File: src/rtl/i2s_sck_ws_gen.sv
// i2s_sck_ws_gen: I2S bit-clock/word-select sequencer; master divides aud_clk_i,
// slave synchronises external SCK/WS, both emit drive/sample strobes and slot markers.
module i2s_sck_ws_gen #(
  parameter int DIV_WIDTH = 16,
  parameter int CNT_WIDTH = 5
) (
  input  logic                 aud_clk_i,
  input  logic                 aud_rst_n_i,
  input  logic                 en_i,
  input  logic                 msr_i,
  input  logic                 pol_i,
  input  logic                 chl_i,
  input  logic [1:0]           fmt_i,
  input  logic [DIV_WIDTH-1:0] div_i,
  input  logic                 sck_i,
  input  logic                 ws_i,
  output logic                 sck_o,
  output logic                 ws_o,
  output logic                 sck_en_o,
  output logic                 ws_en_o,
  output logic                 tx_shift_o,
  output logic                 rx_sample_o,
  output logic                 slot_start_o,
  output logic                 frame_start_o,
  output logic                 ch_o,
  output logic [CNT_WIDTH-1:0] bit_cnt_o,
  output logic                 busy_o
);
  logic [DIV_WIDTH-1:0] div_cnt;
  logic [CNT_WIDTH-1:0] last, bit_nxt;
  logic [1:0] sck_sync, ws_sync;
  logic phase, s_prev, ws_smp, pend, pend_ch;
  logic toggle, s, s_rise, s_fall, wrap, ws_flip;
  assign last    = chl_i ? CNT_WIDTH'(31) : CNT_WIDTH'(15);
  assign wrap    = bit_cnt_o == last;
  assign bit_nxt = wrap ? '0 : bit_cnt_o + CNT_WIDTH'(1);
  // MSB/LSB justified flip WS at the slot wrap; I2S (and reserved 11) one bit early
  assign ws_flip = (fmt_i[0] ^ fmt_i[1]) ? wrap : bit_nxt == last;
  assign toggle  = div_cnt >= div_i;
  assign s       = sck_sync[1] ^ pol_i;
  assign s_rise  = s & ~s_prev;
  assign s_fall  = ~s & s_prev;
  always_ff @(posedge aud_clk_i or negedge aud_rst_n_i) begin
    if (!aud_rst_n_i) begin
      sck_sync <= '0;
      ws_sync  <= '0;
      s_prev   <= 1'b0;
    end else begin
      sck_sync <= {sck_sync[0], sck_i};
      ws_sync  <= {ws_sync[0], ws_i};
      s_prev   <= s;
    end
  end
  always_ff @(posedge aud_clk_i or negedge aud_rst_n_i) begin
    if (!aud_rst_n_i) begin
      div_cnt       <= '0;
      phase         <= 1'b0;
      ws_smp        <= 1'b0;
      pend          <= 1'b0;
      pend_ch       <= 1'b0;
      sck_o         <= 1'b0;
      ws_o          <= 1'b0;
      sck_en_o      <= 1'b0;
      ws_en_o       <= 1'b0;
      tx_shift_o    <= 1'b0;
      rx_sample_o   <= 1'b0;
      slot_start_o  <= 1'b0;
      frame_start_o <= 1'b0;
      ch_o          <= 1'b0;
      bit_cnt_o     <= '0;
      busy_o        <= 1'b0;
    end else begin
      tx_shift_o    <= 1'b0;
      rx_sample_o   <= 1'b0;
      slot_start_o  <= 1'b0;
      frame_start_o <= 1'b0;
      sck_en_o      <= en_i & msr_i;
      ws_en_o       <= en_i & msr_i;
      if (!en_i) begin
        div_cnt   <= '0;
        phase     <= 1'b0;
        bit_cnt_o <= '0;
        sck_o     <= pol_i;
        ws_o      <= 1'b0;
        ch_o      <= 1'b0;
        busy_o    <= 1'b0;
        pend      <= 1'b0;
      end else if (msr_i) begin
        if (!busy_o) begin
          busy_o        <= 1'b1;
          div_cnt       <= '0;
          phase         <= 1'b0;
          bit_cnt_o     <= '0;
          sck_o         <= pol_i;
          ws_o          <= 1'b0;
          ch_o          <= 1'b0;
          tx_shift_o    <= 1'b1;
          slot_start_o  <= 1'b1;
          frame_start_o <= 1'b1;
        end else if (toggle) begin
          div_cnt     <= '0;
          phase       <= ~phase;
          sck_o       <= ~phase ^ pol_i;
          rx_sample_o <= ~phase;
          tx_shift_o  <= phase;
          if (phase) begin
            bit_cnt_o <= bit_nxt;
            if (ws_flip) ws_o <= ~ws_o;
            if (wrap) begin
              ch_o          <= ~ch_o;
              slot_start_o  <= 1'b1;
              frame_start_o <= ch_o;
            end
          end
        end else begin
          div_cnt <= div_cnt + DIV_WIDTH'(1);
        end
      end else begin
        div_cnt <= '0;
        phase   <= 1'b0;
        sck_o   <= pol_i;
        ws_o    <= 1'b0;
        if (s_rise) begin
          ws_smp      <= ws_sync[1];
          rx_sample_o <= busy_o;
          if (ws_sync[1] != ws_smp) begin
            pend    <= 1'b1;
            pend_ch <= ws_sync[1];
          end
        end
        // a WS change seen on a sample edge opens the next slot one drive edge later
        if (s_fall) begin
          if (pend) begin
            pend          <= 1'b0;
            busy_o        <= 1'b1;
            ch_o          <= pend_ch;
            bit_cnt_o     <= '0;
            tx_shift_o    <= 1'b1;
            slot_start_o  <= 1'b1;
            frame_start_o <= ~pend_ch;
          end else if (busy_o) begin
            tx_shift_o <= 1'b1;
            if (!wrap) bit_cnt_o <= bit_nxt;
          end
        end
      end
    end
  end
endmodule

File: config.mk
export PLATFORM = sky130hd
export DESIGN_NAME = i2s_sck_ws_gen
export DESIGN_NICKNAME = d
export VERILOG_FILES = /design/src/rtl/i2s_sck_ws_gen.sv
export SDC_FILE = /design/constraint.sdc
export NUM_CORES = 1
export LEC_CHECK = 0
export CORE_UTILIZATION = 48
export CTS_BUF_LIST = sky130_fd_sc_hd__clkbuf_16
export CTS_CLUSTER_SIZE = 28
export DETAILED_ROUTE_END_ITERATION = 7
export HOLD_SLACK_MARGIN = 0.02
export PLACE_DENSITY = 0.76
export SLEW_MARGIN = 15
export SYNTH_ARGS = -nofsm -noshare
export SYNTH_HDL_FRONTEND = slang
export SYNTH_SLANG_ARGS = --single-unit
File: constraint.sdc
create_clock -name aud_clk_i -period 2.1 [get_ports aud_clk_i]
set_input_delay 0.525 -clock aud_clk_i [delete_from_list [all_inputs] [get_ports aud_clk_i]]
set_output_delay 0.525 -clock aud_clk_i [all_outputs]
set_load 0.02 [all_outputs]
* Word level (Yosys, flattened, before mapping)
Index checks and enable logic that the tools add are counted.
** Word-level totals
- Output and inout bits :: 15
- Bits of input ports :: 26
- Word-level logic and storage cells :: 128
- Register bits :: 39
** Operators by class
- Bitwise gates (word level) :: 13
- Magnitude comparators :: 1
- Equality and inequality tests :: 12
- Multiplexer cells :: 76
- Add/subtract/negate cells :: 2
- Reduce and logical (&&, ||, !) cells :: 6
** Operator list (count)
- two-way mux 16 bit :: 4
- two-way mux 1 bit :: 61
- two-way mux 5 bit :: 11
- adder 16 x 1 -> 16 bit, second input constant :: 1
- greater-or-equal comparator 16 bit :: 1
- != test 4 x 3 -> 1 bit, second input constant :: 4
- equality test 5 bit :: 2
- AND reduction 5 bit :: 2
- NOT 1 bit :: 7
- != test 3 x 1 -> 1 bit, second input constant :: 2
- AND reduction 3 bit :: 2
- adder 5 x 1 -> 5 bit, second input constant :: 1
- != test 4 x 1 -> 1 bit, second input constant :: 1
- != test 4 bit, second input constant :: 1
- AND reduction 4 bit :: 1
- bitwise AND 1 bit :: 3
- bitwise XOR 1 bit :: 3
- != test 2 bit, second input constant :: 1
- AND reduction 2 bit :: 1
- != test 1 bit :: 1

* Longest topological paths before layout
- Depth in word-level cells :: 11
- Depth in mapped cells :: 9

* Worst setup path after synthesis
Ideal clock, no wire load.
- Path kind :: input-to-reg
- Start :: in div_i[15]
- End :: reg bit_cnt_o[1]
- Library setup time :: 0.128 ns
- Cell stages on the path :: 8
- Path slack :: -0.341 ns
- Buffers on the path :: 0
- Arrival :: 2.314 ns
- Cell sequence :: inv_1 > ha_1 > a41o_1 > a211oi_2 > a32oi_2 > a31oi_4 > nand2b_4 > mux2_1
** Between the ends
- Word-level cells in the longest chain between the ends :: 3
** RTL lines
- from (decl) :: line 14 : input logic [DIV_WIDTH-1:0] div_i,
- greater-or-equal comparator 16 bit :: line 39 : assign toggle = div_cnt >= div_i;
- != test 4 x 3 -> 1 bit (no source line)
- AND reduction 5 bit (no source line)
- to (signal assigned) :: line 107 : bit_cnt_o <= bit_nxt;
- to (signal assigned) :: line 143 : if (!wrap) bit_cnt_o <= bit_nxt;
- to (decl) :: line 26 : output logic [CNT_WIDTH-1:0] bit_cnt_o,
No other way between the ends.
A chain may end at the register's enable or synchronous reset.

* Final worst setup path
- Start :: in div_i[7]
- End :: reg ws_o
** Between the ends
- Word-level cells in the longest chain between the ends :: 3
** RTL lines
- greater-or-equal comparator 16 bit :: line 39
- != test 4 x 3 -> 1 bit (no source line)
- AND reduction 3 bit (no source line)
- to (signal assigned) :: line 108 : if (ws_flip) ws_o <= ~ws_o;
- to (decl) :: line 18 : output logic ws_o,
No other way between the ends.

==> qor.csv <==
metric,value,unit
async_flop_share,100,%
yosysWarnings,0,
hold_class,input pin to async pin,
synth_seq_cells,39,
synth_edf_count,0,
yosysTopAreaCell,dfrtp_1,
worstMarginPinSlew,0.529,ns
mostFrequentLayoutCells,"buf_4, dfrtp_1, clkdlybuf4s50_1, nand2_1, nor2_4",
antenna_found_initial,0,
leakage,1.74,nW
grt_pass1_vias,2361,
arrival,2.52,ns
slew_headroom,64.7,%
cp.required,2.27,ns
dpl-instance-area,3240,um2
drt.antenna.violating_nets,0,
fin_ws,-0.258,ns
synth_xor_area_share,7.94,%
place_inst,371,
peakVddDrop,0.000581,V
synth_compound_area_share,14.3,%
fmax,0.424,GHz
drv_slew,0,
rsz0062_at_grt,true,
syn_area_per_cell,9.81,um2
antenna_cells,0,
hold_buffers,0,
critPathLaunchType,input pin,
nets,382,
end_kind,flop,
first_pass_iters,5,
cap_viol_max_count,0,
wl_per_cell,19.4,um
clkSinkCount,39,
cts.clk_slew.worst_paths,0.06,ns
final_cells,390,
cts.path.max_buffers,2,
crit_type,input pin to flop,
die_h,71.5,um
netlist_area,2320,um2
port-buffer-count,40,
hold_violations,0,
synth_top_family_by_area,simple AND/OR/NAND/NOR gates,
die_w,71.5,um
finalHoldWorstSlack,0.212,ns
grt_max_degree,21,
synth.top_cell.area_share,42.1,%
design_area,3860,um2
layout_commonest_cell,buf_4,
core,4500,um2
post-route-period-util,112,%
ys_top_cells_by_area,"dfrtp_1, ha_1, xor2_1, inv_1, nor2_1",
grt_pass1_wl,10900,um
use_met3,5.49,%
start_util,51.4,%
h-tree-depth,2,
synthMuxAreaShare,2.38,%
min_period,2.36,ns
yosysUniqueCellTypes,50,
via_per_inst,5.86,
postLayoutCoreUtil,85.6,%
ys.flop_type,dfrtp_1,
dr_total_vias,2286,
violations,negative setup slack,
ios,41,
clock_skew,0.00763,ns
clk_latency,0.29,ns
drt_iter0_markers,173,
status,"finished, violations left",
dieArea,5110,um2
syn-num-nets,281,
drive_gt1_share,43.8,%
dp_hpwl,4190,um
met1_usage,33.8,%
yosysSeqAreaShare,42.1,%
drc_errors,0,
synth-adder-area-share,10.3,%
synthSimpleGateAreaFrac,18.2,%
grt_overflow,0,
critPathMaxFanout,4,
p_total,1.93,mW
grt_busiest_layer,met2,
grt_usage,28.0,%
cellPowerDensity,500,nW/um2
setup_tns,-3.41,ns
cts_root_buf,clkbuf_16,
rows,24,
netlist_instances,236,
grt_use_met2,48.1,%
cts_tree,built,
place_congestion,0.879,
cts_inserted_buffers,5,
setup_viol,29,
dp_slack,-0.832,ns
synthToLayoutAreaGrowth,66.6,%
wl,7580,um
-- metal layers --
layer,wire length [um],share of wire [%]
met5,0,0
met4,240,3.2
met3,352,4.6
met2,3820,50
met1,3170,42
-- synthesized netlist by cell type (3+ instances only) --
library cell	n
mux2_2	3
a21oi_1	6
ha_1	19
o21a_1	5
xor2_1	14
nand2b_1	3
nand2_1	17
nand4_1	7
and3_1	6
nor3_1	4
nand3_1	14
xnor2_1	7
o21ai_0	7
clkbuf_1	3
nor2_1	20
dfrtp_1	39
inv_1	22
-- critical path: stages --
cell	delay [ns]
dlygate4sd2_1	0.22
inv_1	0.07
ha_2	0.35
a41oi_2	0.16
o311ai_4	0.37
buf_6	0.17
buf_6	0.10
nand3_4	0.10
o21a_1	0.24
o21a_1	0.20
-- what timing repair did --
item / CTS / global route
endpoints found under the setup margin: 29 / 29
pin swaps: 25 / 28
setup buffers: 9 / 6
resized for setup: 75 / 49
-- state kept, by name, indices dropped and copies added (netlist names) --
| signal | flops |
|---|---|
| div_cnt | 16 |
| bit_cnt_o | 5 |
| sck_sync | 2 |
| ws_sync | 2 |
| busy_o | 1 |
| ch_o | 1 |
| frame_start_o | 1 |
| pend | 1 |
| pend_ch | 1 |
| phase | 1 |
| rx_sample_o | 1 |
| s_prev | 1 |
| sck_o | 1 |
| slot_start_o | 1 |
| tx_shift_o | 1 |
| ws_en_o | 1 |
| ws_o | 1 |
| ws_smp | 1 |
-- final cells by class --
| type | instances | area (um2) |
|---|---|---|
| clock buffer | 5 | 125 |
| clock inverter | 3 | 16.3 |
| fill | 214 | 647 |
| inverter | 22 | 108 |
| multi-input combinational | 169 | 1670 |
| sequential | 39 | 976 |
| tap | 52 | 65.1 |
| timing repair buffer | 100 | 898 |
-- cells by family (layout without fill, tap and decap cells) --
group	Yosys count	in the layout
compound gates	41	41
flops	39	39
mux	5	5
fa+ha+maj	19	19
xor+xnor	21	21
buf+inv	28	130
simple gates	83	83
-- power breakdown --
group	internal [mW]	total (mW)	leakage (nW)	switching, mW
combinational	0.191	0.381	1.15	0.189
clock	0.433	0.732	0.0726	0.299
sequential	0.782	0.814	0.516	0.0325
total	1.41	1.93	1.74	0.521
-- worst paths after layout --
path / startpoint / endpoint / slack (ns) / cells past startpoint
min in group aud_clk_i: ws_sync[0] / ws_sync[1] / 0.35 / 0
max in group asynchronous: aud_rst_n_i / bit_cnt_o[0] / 1.40 / 2
worst max register to register: div_cnt[14] / bit_cnt_o[1] / -0.22 / 8
worst min-delay path: aud_rst_n_i / div_cnt[15] / 0.21 / 1
worst max-delay path: div_i[7] / ws_o / -0.26 / 10
worst min register to register: ws_sync[0] / ws_sync[1] / 0.35 / 0
Note: power is estimated with default switching activity, not from simulation.
